<file path="src/rtl/spi_bus_arbiter.sv">
// Round-robin arbiter that shares one SPI_Master byte transmitter between the OLED
// engine (requester 0) and the keyboard reader (requester 1); it owns both CS lines and D/C.
module spi_bus_arbiter #(
    parameter int CS_SETUP_CLKS = 2,
    parameter int CS_HOLD_CLKS  = 2,
    parameter int CS_IDLE_CLKS  = 1
) (
    input  logic       i_Clk,
    input  logic       i_Reset,
    input  logic       i_REQ0,
    input  logic       i_DV0,
    input  logic [7:0] i_BYTE0,
    input  logic       i_DC0,
    input  logic       i_LAST0,
    output logic       o_GNT0,
    output logic       o_ACK0,
    output logic       o_DONE0,
    input  logic       i_REQ1,
    input  logic       i_DV1,
    input  logic [7:0] i_BYTE1,
    input  logic       i_DC1,
    input  logic       i_LAST1,
    output logic       o_GNT1,
    output logic       o_ACK1,
    output logic       o_DONE1,
    output logic [7:0] o_TX_Byte,
    output logic       o_TX_DV,
    input  logic       i_TX_Ready,
    output logic       o_DC,
    output logic       o_CS0,
    output logic       o_CS1
);

    localparam int SETUP_N = (CS_SETUP_CLKS < 1) ? 1 : CS_SETUP_CLKS;
    localparam int HOLD_N  = (CS_HOLD_CLKS  < 1) ? 1 : CS_HOLD_CLKS;
    localparam int IDLE_N  = (CS_IDLE_CLKS  < 1) ? 1 : CS_IDLE_CLKS;
    localparam logic [15:0] SETUP_LD = 16'(SETUP_N - 1);
    localparam logic [15:0] HOLD_LD  = 16'(HOLD_N - 1);
    localparam logic [15:0] IDLE_LD  = 16'(IDLE_N - 1);

    typedef enum logic [2:0] {
        ST_IDLE  = 3'd0,
        ST_SETUP = 3'd1,
        ST_SEND  = 3'd2,
        ST_BUSY  = 3'd3,
        ST_HOLD  = 3'd4,
        ST_GAP   = 3'd5
    } state_t;

    state_t      state_q, state_d;
    logic        owner_q, owner_d;
    logic        last_q, last_d;
    logic [15:0] cnt_q, cnt_d;
    logic        last_byte_q, last_byte_d;
    logic        seen_low_q, seen_low_d;
    logic        wait_q, wait_d;
    logic [7:0]  tx_byte_q, tx_byte_d;
    logic        tx_dv_q, tx_dv_d;
    logic        dc_q, dc_d;
    logic        cs0_q, cs0_d;
    logic        cs1_q, cs1_d;
    logic        gnt0_q, gnt0_d;
    logic        gnt1_q, gnt1_d;
    logic        ack0_q, ack0_d;
    logic        ack1_q, ack1_d;
    logic        done0_q, done0_d;
    logic        done1_q, done1_d;

    logic        own_req_s;
    logic        own_dv_s;
    logic [7:0]  own_byte_s;
    logic        own_dc_s;
    logic        own_last_s;
    logic        win_s;
    logic        byte_done_s;

    // Steer the current owner's request inputs; the other requester is never looked at.
    always_comb begin
        own_req_s  = 1'b0;
        own_dv_s   = 1'b0;
        own_byte_s = 8'h00;
        own_dc_s   = 1'b0;
        own_last_s = 1'b0;
        if (owner_q) begin
            own_req_s  = i_REQ1;
            own_dv_s   = i_DV1;
            own_byte_s = i_BYTE1;
            own_dc_s   = i_DC1;
            own_last_s = i_LAST1;
        end else begin
            own_req_s  = i_REQ0;
            own_dv_s   = i_DV0;
            own_byte_s = i_BYTE0;
            own_dc_s   = i_DC0;
            own_last_s = i_LAST0;
        end
    end

    // Transaction sequencer: next state and next registered outputs.
    always_comb begin
        state_d     = state_q;
        owner_d     = owner_q;
        last_d      = last_q;
        cnt_d       = cnt_q;
        last_byte_d = last_byte_q;
        seen_low_d  = seen_low_q;
        wait_d      = wait_q;
        tx_byte_d   = tx_byte_q;
        tx_dv_d     = 1'b0;
        dc_d        = dc_q;
        cs0_d       = cs0_q;
        cs1_d       = cs1_q;
        gnt0_d      = gnt0_q;
        gnt1_d      = gnt1_q;
        ack0_d      = 1'b0;
        ack1_d      = 1'b0;
        done0_d     = 1'b0;
        done1_d     = 1'b0;
        win_s       = 1'b0;
        byte_done_s = 1'b0;

        case (state_q)
            ST_IDLE: begin
                if (i_REQ0 && i_REQ1) begin
                    win_s = ~last_q;
                end else if (i_REQ1) begin
                    win_s = 1'b1;
                end else begin
                    win_s = 1'b0;
                end
                if (i_REQ0 || i_REQ1) begin
                    owner_d = win_s;
                    cs0_d   = win_s;
                    cs1_d   = ~win_s;
                    gnt0_d  = ~win_s;
                    gnt1_d  = win_s;
                    cnt_d   = SETUP_LD;
                    state_d = ST_SETUP;
                end else begin
                    state_d = ST_IDLE;
                end
            end
            ST_SETUP: begin
                if (cnt_q == 16'd0) begin
                    state_d = ST_SEND;
                end else begin
                    cnt_d = cnt_q - 16'd1;
                end
            end
            ST_SEND: begin
                if (own_dv_s && i_TX_Ready) begin
                    tx_byte_d   = own_byte_s;
                    dc_d        = own_dc_s;
                    tx_dv_d     = 1'b1;
                    ack0_d      = ~owner_q;
                    ack1_d      = owner_q;
                    last_byte_d = own_last_s;
                    seen_low_d  = 1'b0;
                    wait_d      = 1'b0;
                    state_d     = ST_BUSY;
                end else if (!own_req_s) begin
                    cnt_d   = HOLD_LD;
                    state_d = ST_HOLD;
                end else begin
                    state_d = ST_SEND;
                end
            end
            ST_BUSY: begin
                // A master that never drops ready is treated as done two clocks after DV.
                if (seen_low_q) begin
                    byte_done_s = i_TX_Ready;
                end else if (!i_TX_Ready) begin
                    seen_low_d = 1'b1;
                end else if (wait_q) begin
                    byte_done_s = 1'b1;
                end else begin
                    wait_d = 1'b1;
                end
                if (byte_done_s) begin
                    if (last_byte_q) begin
                        cnt_d   = HOLD_LD;
                        state_d = ST_HOLD;
                    end else begin
                        state_d = ST_SEND;
                    end
                end else begin
                    state_d = ST_BUSY;
                end
            end
            ST_HOLD: begin
                if (cnt_q == 16'd0) begin
                    cs0_d   = 1'b1;
                    cs1_d   = 1'b1;
                    gnt0_d  = 1'b0;
                    gnt1_d  = 1'b0;
                    done0_d = ~owner_q;
                    done1_d = owner_q;
                    last_d  = owner_q;
                    cnt_d   = IDLE_LD;
                    state_d = ST_GAP;
                end else begin
                    cnt_d = cnt_q - 16'd1;
                end
            end
            ST_GAP: begin
                if (cnt_q == 16'd0) begin
                    state_d = ST_IDLE;
                end else begin
                    cnt_d = cnt_q - 16'd1;
                end
            end
            default: begin
                cs0_d   = 1'b1;
                cs1_d   = 1'b1;
                gnt0_d  = 1'b0;
                gnt1_d  = 1'b0;
                state_d = ST_IDLE;
            end
        endcase
    end

    // State and output registers with synchronous reset.
    always_ff @(posedge i_Clk) begin
        if (i_Reset) begin
            state_q     <= ST_IDLE;
            owner_q     <= 1'b0;
            last_q      <= 1'b1;
            cnt_q       <= 16'd0;
            last_byte_q <= 1'b0;
            seen_low_q  <= 1'b0;
            wait_q      <= 1'b0;
            tx_byte_q   <= 8'h00;
            tx_dv_q     <= 1'b0;
            dc_q        <= 1'b0;
            cs0_q       <= 1'b1;
            cs1_q       <= 1'b1;
            gnt0_q      <= 1'b0;
            gnt1_q      <= 1'b0;
            ack0_q      <= 1'b0;
            ack1_q      <= 1'b0;
            done0_q     <= 1'b0;
            done1_q     <= 1'b0;
        end else begin
            state_q     <= state_d;
            owner_q     <= owner_d;
            last_q      <= last_d;
            cnt_q       <= cnt_d;
            last_byte_q <= last_byte_d;
            seen_low_q  <= seen_low_d;
            wait_q      <= wait_d;
            tx_byte_q   <= tx_byte_d;
            tx_dv_q     <= tx_dv_d;
            dc_q        <= dc_d;
            cs0_q       <= cs0_d;
            cs1_q       <= cs1_d;
            gnt0_q      <= gnt0_d;
            gnt1_q      <= gnt1_d;
            ack0_q      <= ack0_d;
            ack1_q      <= ack1_d;
            done0_q     <= done0_d;
            done1_q     <= done1_d;
        end
    end

    assign o_GNT0    = gnt0_q;
    assign o_GNT1    = gnt1_q;
    assign o_ACK0    = ack0_q;
    assign o_ACK1    = ack1_q;
    assign o_DONE0   = done0_q;
    assign o_DONE1   = done1_q;
    assign o_TX_Byte = tx_byte_q;
    assign o_TX_DV   = tx_dv_q;
    assign o_DC      = dc_q;
    assign o_CS0     = cs0_q;
    assign o_CS1     = cs1_q;

endmodule
</file>
<file path="config.mk">
export PLATFORM = sky130hd
export DESIGN_NAME = spi_bus_arbiter
export DESIGN_NICKNAME = d
export VERILOG_FILES = /design/src/rtl/spi_bus_arbiter.sv
export SDC_FILE = /design/constraint.sdc
export NUM_CORES = 1
export LEC_CHECK = 0
export CAP_MARGIN = 20
export CELL_PAD_IN_SITES_DETAIL_PLACEMENT = 1
export CELL_PAD_IN_SITES_GLOBAL_PLACEMENT = 1
export CORE_MARGIN = 4
export CORE_UTILIZATION = 38
export CTS_CLUSTER_DIAMETER = 120
export CTS_CLUSTER_SIZE = 28
export DETAILED_ROUTE_END_ITERATION = 6
export PLACE_DENSITY_LB_ADDON = 0.1
export SETUP_SLACK_MARGIN = 0.3
export SYNTH_ARGS = -nofsm -noshare
export SYNTH_HDL_FRONTEND = slang
export SYNTH_SLANG_ARGS = --single-unit
</file>
<file path="constraint.sdc">
create_clock -name i_Clk -period 2.1 [get_ports i_Clk]
set_input_delay 0.315 -clock i_Clk [delete_from_list [all_inputs] [get_ports i_Clk]]
set_output_delay 0.315 -clock i_Clk [all_outputs]
set_load 0.01 [all_outputs]
</file>
==> impl_metrics.tcl, run 1 <==
set metrics [dict create \
    drv_cap 0 \
    switching_share_pct 44.8 \
    cts_hold_buf 0 \
    power_frac_comb_pct 69.5 \
    grt_max_degree 23 \
    r2r_cells 11 \
    max_freq_mhz 457 \
    layout-area-overhead-vs-synth_pct 63.1 \
    synthMuxAreaShare_pct 5.27 \
    layout_common_cells "buf_4 (40), clkdlybuf4s50_1 (39), dfxtp_1 (33), nor2_1 (19), a21oi_1 (16)" \
    yosysTopAreaCell "dfxtp_1" \
    synthXorXnorAreaFrac_pct 0 \
    io_buffers 44 \
    htreeDepth 2 \
    synthTopCellsByArea "dfxtp_1 (40%), a21oi_1 (5.7%), mux2i_1 (4.7%)" \
    path_clk_slew_ps 100 \
    synth_cells 240 \
    fin_util_pct 65.8 \
    ys_seq_area_share_pct 39.8 \
    crit_top_cell "buf_6" \
    drv_slew 0 \
    detail-route-antenna-nets 0 \
    synth_compound_area_share_pct 22.5 \
    finalWorstSetupSlack_ps -87.5 \
    critPathRequiredTime_ps 2290 \
    synth_top_family_by_area "simple AND/OR/NAND/NOR gates" \
    drt-initial-drc-count 113 \
    crit_chain "inv_2 -> ha_4 -> nor4b_4 -> buf_4 -> nand4_1 -> buf_6 -> nor2_4 -> buf_6 -> buf_6 -> nor2_1 -> nor3_1" \
    drcViolationCount 0 \
    synth-seq-cells 42 \
    synth.top_cell.area_share_pct 39.8 \
    synthesis.nets 268 \
    clk_latency_ps 300 \
    grt_pass1_vias 2141 \
    startpoint "cnt_q[0]" \
    fin_skew_ps 17.1 \
    clock_sinks 42 \
    layout_commonest_cell "buf_4" \
    die_w_um 82.6 \
    num_io_pins 45 \
    p_leak_uw 0.00133 \
    wl_met1_um 3820 \
    fp.dieH_um 82.6 \
    floorplan.initialDensity_pct 40.3 \
    stdcell_count 404 \
    vias 2416 \
    worstMarginPinSlew_ps 590 \
    power_density_mw_per_mm2 1780 \
    clock_path_buffers 2 \
    critPathKind "flop to flop" \
    r2r-start "cnt_q[0]" \
    finalSetupViolations 5 \
    p_sw_uw 2750 \
    pwr-share-seq_pct 22.0 \
    top_layer "met4" \
    core_mm2 0.00524 \
    antenna_cells 0 \
    firstDrtPassIters 4 \
    dp_cells 362 \
    cp-end-kind "flop" \
    dr_wl_met2_um 4870 \
    synth_edf_count 0 \
    synth_top_flop_cell "dfxtp_1" \
    slowest_stage "dfxtp_2" \
    power_uw 6140 \
    layout_min_cycle_time_ps 2190 \
    rows 26 \
    synth_area_per_cell_um2 8.81 \
    syn_area_mm2 0.00211 \
    max_slew_margin_pct 60.3 \
    r2r-end "state_q[1]" \
    synthAdderAreaFrac_pct 0.592 \
    status "finished, violations left" \
    avgRoutedWirePerCell_um 23.2 \
    grt_setup_unrepaired "true" \
    hpwl_um 4350 \
    fin_nets 362 \
    yosysWarnings 0 \
    grtUsageTotal_pct 19.7 \
    violations "setup timing" \
    cts_buffers 5 \
    post-route-period-util_pct 104 \
    drive_gt1_share_pct 36.8 \
    p_int_uw 3390 \
    grt_pass1_wl_um 10300 \
    critPathMaxFanout 5 \
    cts_tree "yes" \
    antenna_found_initial 0 \
    p_clk_share_pct 8.5 \
    gp_congestion 0.788 \
    cp_slowest_stage_delay_ps 350 \
    vias_per_cell 5.98 \
    cts_root_buf "clkbuf_8" \
    wl_um 9390 \
    met3_length_um 539 \
    synthSimpleGateAreaFrac_pct 26.3 \
    peakVddDrop_v 0.00111 \
    synth.distinct_cells 49 \
    r2r_slack_ps -90 \
    grt-ovfl-total 0 \
    finalHoldViolations 0 \
    endpoint "state_q[1]" \
    arrival_ps 2380 \
    critPathLaunchType "flop" \
    hp-class "flop to flop" \
    synthArstFlopShare_pct 0 \
    dieArea_mm2 0.00682 \
]
## power by group through the flow
stage	sequential, uW	clock (uW)	combinational, uW
after floorplan	1230	0	1700
after global placement	1280	0	2380
after detailed placement	1290	0	2470
after CTS	1270	520	2860
after global routing	1390	558	4520
final	1350	522	4270
## worst min path at each step
| stage | end | startpoint | cells after the start | slack [ps] |
|---|---|---|---|---|
| 6_report | o_GNT0 | o_GNT0 | 2 | 480 |
| 5_1_grt | owner_q | i_REQ0 | 4 | 510 |
| 4_1_cts | o_GNT1 | o_GNT1 | 2 | 470 |
| 3_5_place_dp | o_GNT1 | o_GNT1 | 2 | 460 |
| 3_3_place_gp | o_GNT1 | o_GNT1 | 2 | 460 |
| 2_1_floorplan | last_q | last_q | 2 | 450 |
## synthesized netlist by cell type, types with 4 or more instances
| master | n |
|---|---|
| or3_1 | 5 |
| dfxtp_1 | 42 |
| a211oi_1 | 11 |
| clkbuf_1 | 8 |
| o31ai_1 | 10 |
| nand4b_1 | 4 |
| mux2i_1 | 10 |
| nand2_1 | 14 |
| a21oi_1 | 24 |
| inv_1 | 5 |
| or4_1 | 6 |
| nand3_1 | 9 |
| nand2b_1 | 7 |
| nor3_1 | 9 |
| o21ai_0 | 4 |
| o41ai_1 | 5 |
| nor2_1 | 20 |
## critical path: cells and delay by family (launching register included)
family | cells | cell delay, ps
adders and majority gates | 1 | 150
buffers and inverters | 5 | 720
DFF | 1 | 350
and+or+nand+nor | 5 | 840
## layout make-up
type                    count  area (um^2)
fillers                   568         1790
multi-input cells         178         1410
repair buffers            102          987
flip-flops and latches     42          862
well taps                  70         87.6
clock buffers               5         68.8
inverters                   5         22.5
clock inverters             2         10.0
## metrics by stage
stage               cell area [um^2]  setup TNS (ps)  hold WS (ps)  setup slack, ps
floorplan                       2150               0           449              277
global placement                2780           -2670           458             -262
detailed placement              2780           -3340           463             -308
CTS                             2970               0           475              113
global route                    3450           -1210           506             -189
finish                          3450            -154           483            -87.5
## sequential cells by signal, indices dropped and copies added, names as in the netlist
register	count
cnt_q	16
o_TX_Byte	8
state_q	3
last_byte_q	1
last_q	1
o_ACK0	1
o_ACK1	1
o_CS0	1
o_CS1	1
o_DC	1
o_DONE0	1
o_DONE1	1
o_GNT0	1
o_GNT1	1
o_TX_DV	1
owner_q	1
seen_low_q	1
wait_q	1
## kinds of logic after synthesis
kind of cell,Yosys count
muxes,11
DFF,42
and+or+nand+nor,97
adders and majority gates,1
buffers and inverters,20
AOI/OAI and AO/OA,69
## layer usage
layer	global-route usage (%)	vias to the layer above
li1	-	1101
met3	3.36	19
met5	0	-
met4	7.84	0
met2	33.1	95
met1	25.0	1201
## timing repair
| item | 4_1_cts | 5_1_grt |
|---|---|---|
| buffers inserted | 10 | 20 |
| pin swaps | 6 | 20 |
| endpoints found under the setup margin | 19 | 22 |
| gates resized for setup | 14 | 72 |
| gates cloned | 0 | 5 |
Power figures use the tool's default switching activity.
==> inputs of run 2 (changes only) <==
--- a/config.mk
+++ b/config.mk
@@ -15,6 +15,7 @@
 export DETAILED_ROUTE_END_ITERATION = 6
 export PLACE_DENSITY_LB_ADDON = 0.1
 export SETUP_SLACK_MARGIN = 0.3
+export SLEW_MARGIN = 20
 export SYNTH_ARGS = -nofsm -noshare
 export SYNTH_HDL_FRONTEND = slang
 export SYNTH_SLANG_ARGS = --single-unit
==> results of run 2 <==
Same layout as run 1: the final DEF is identical, and so are final timing and power.
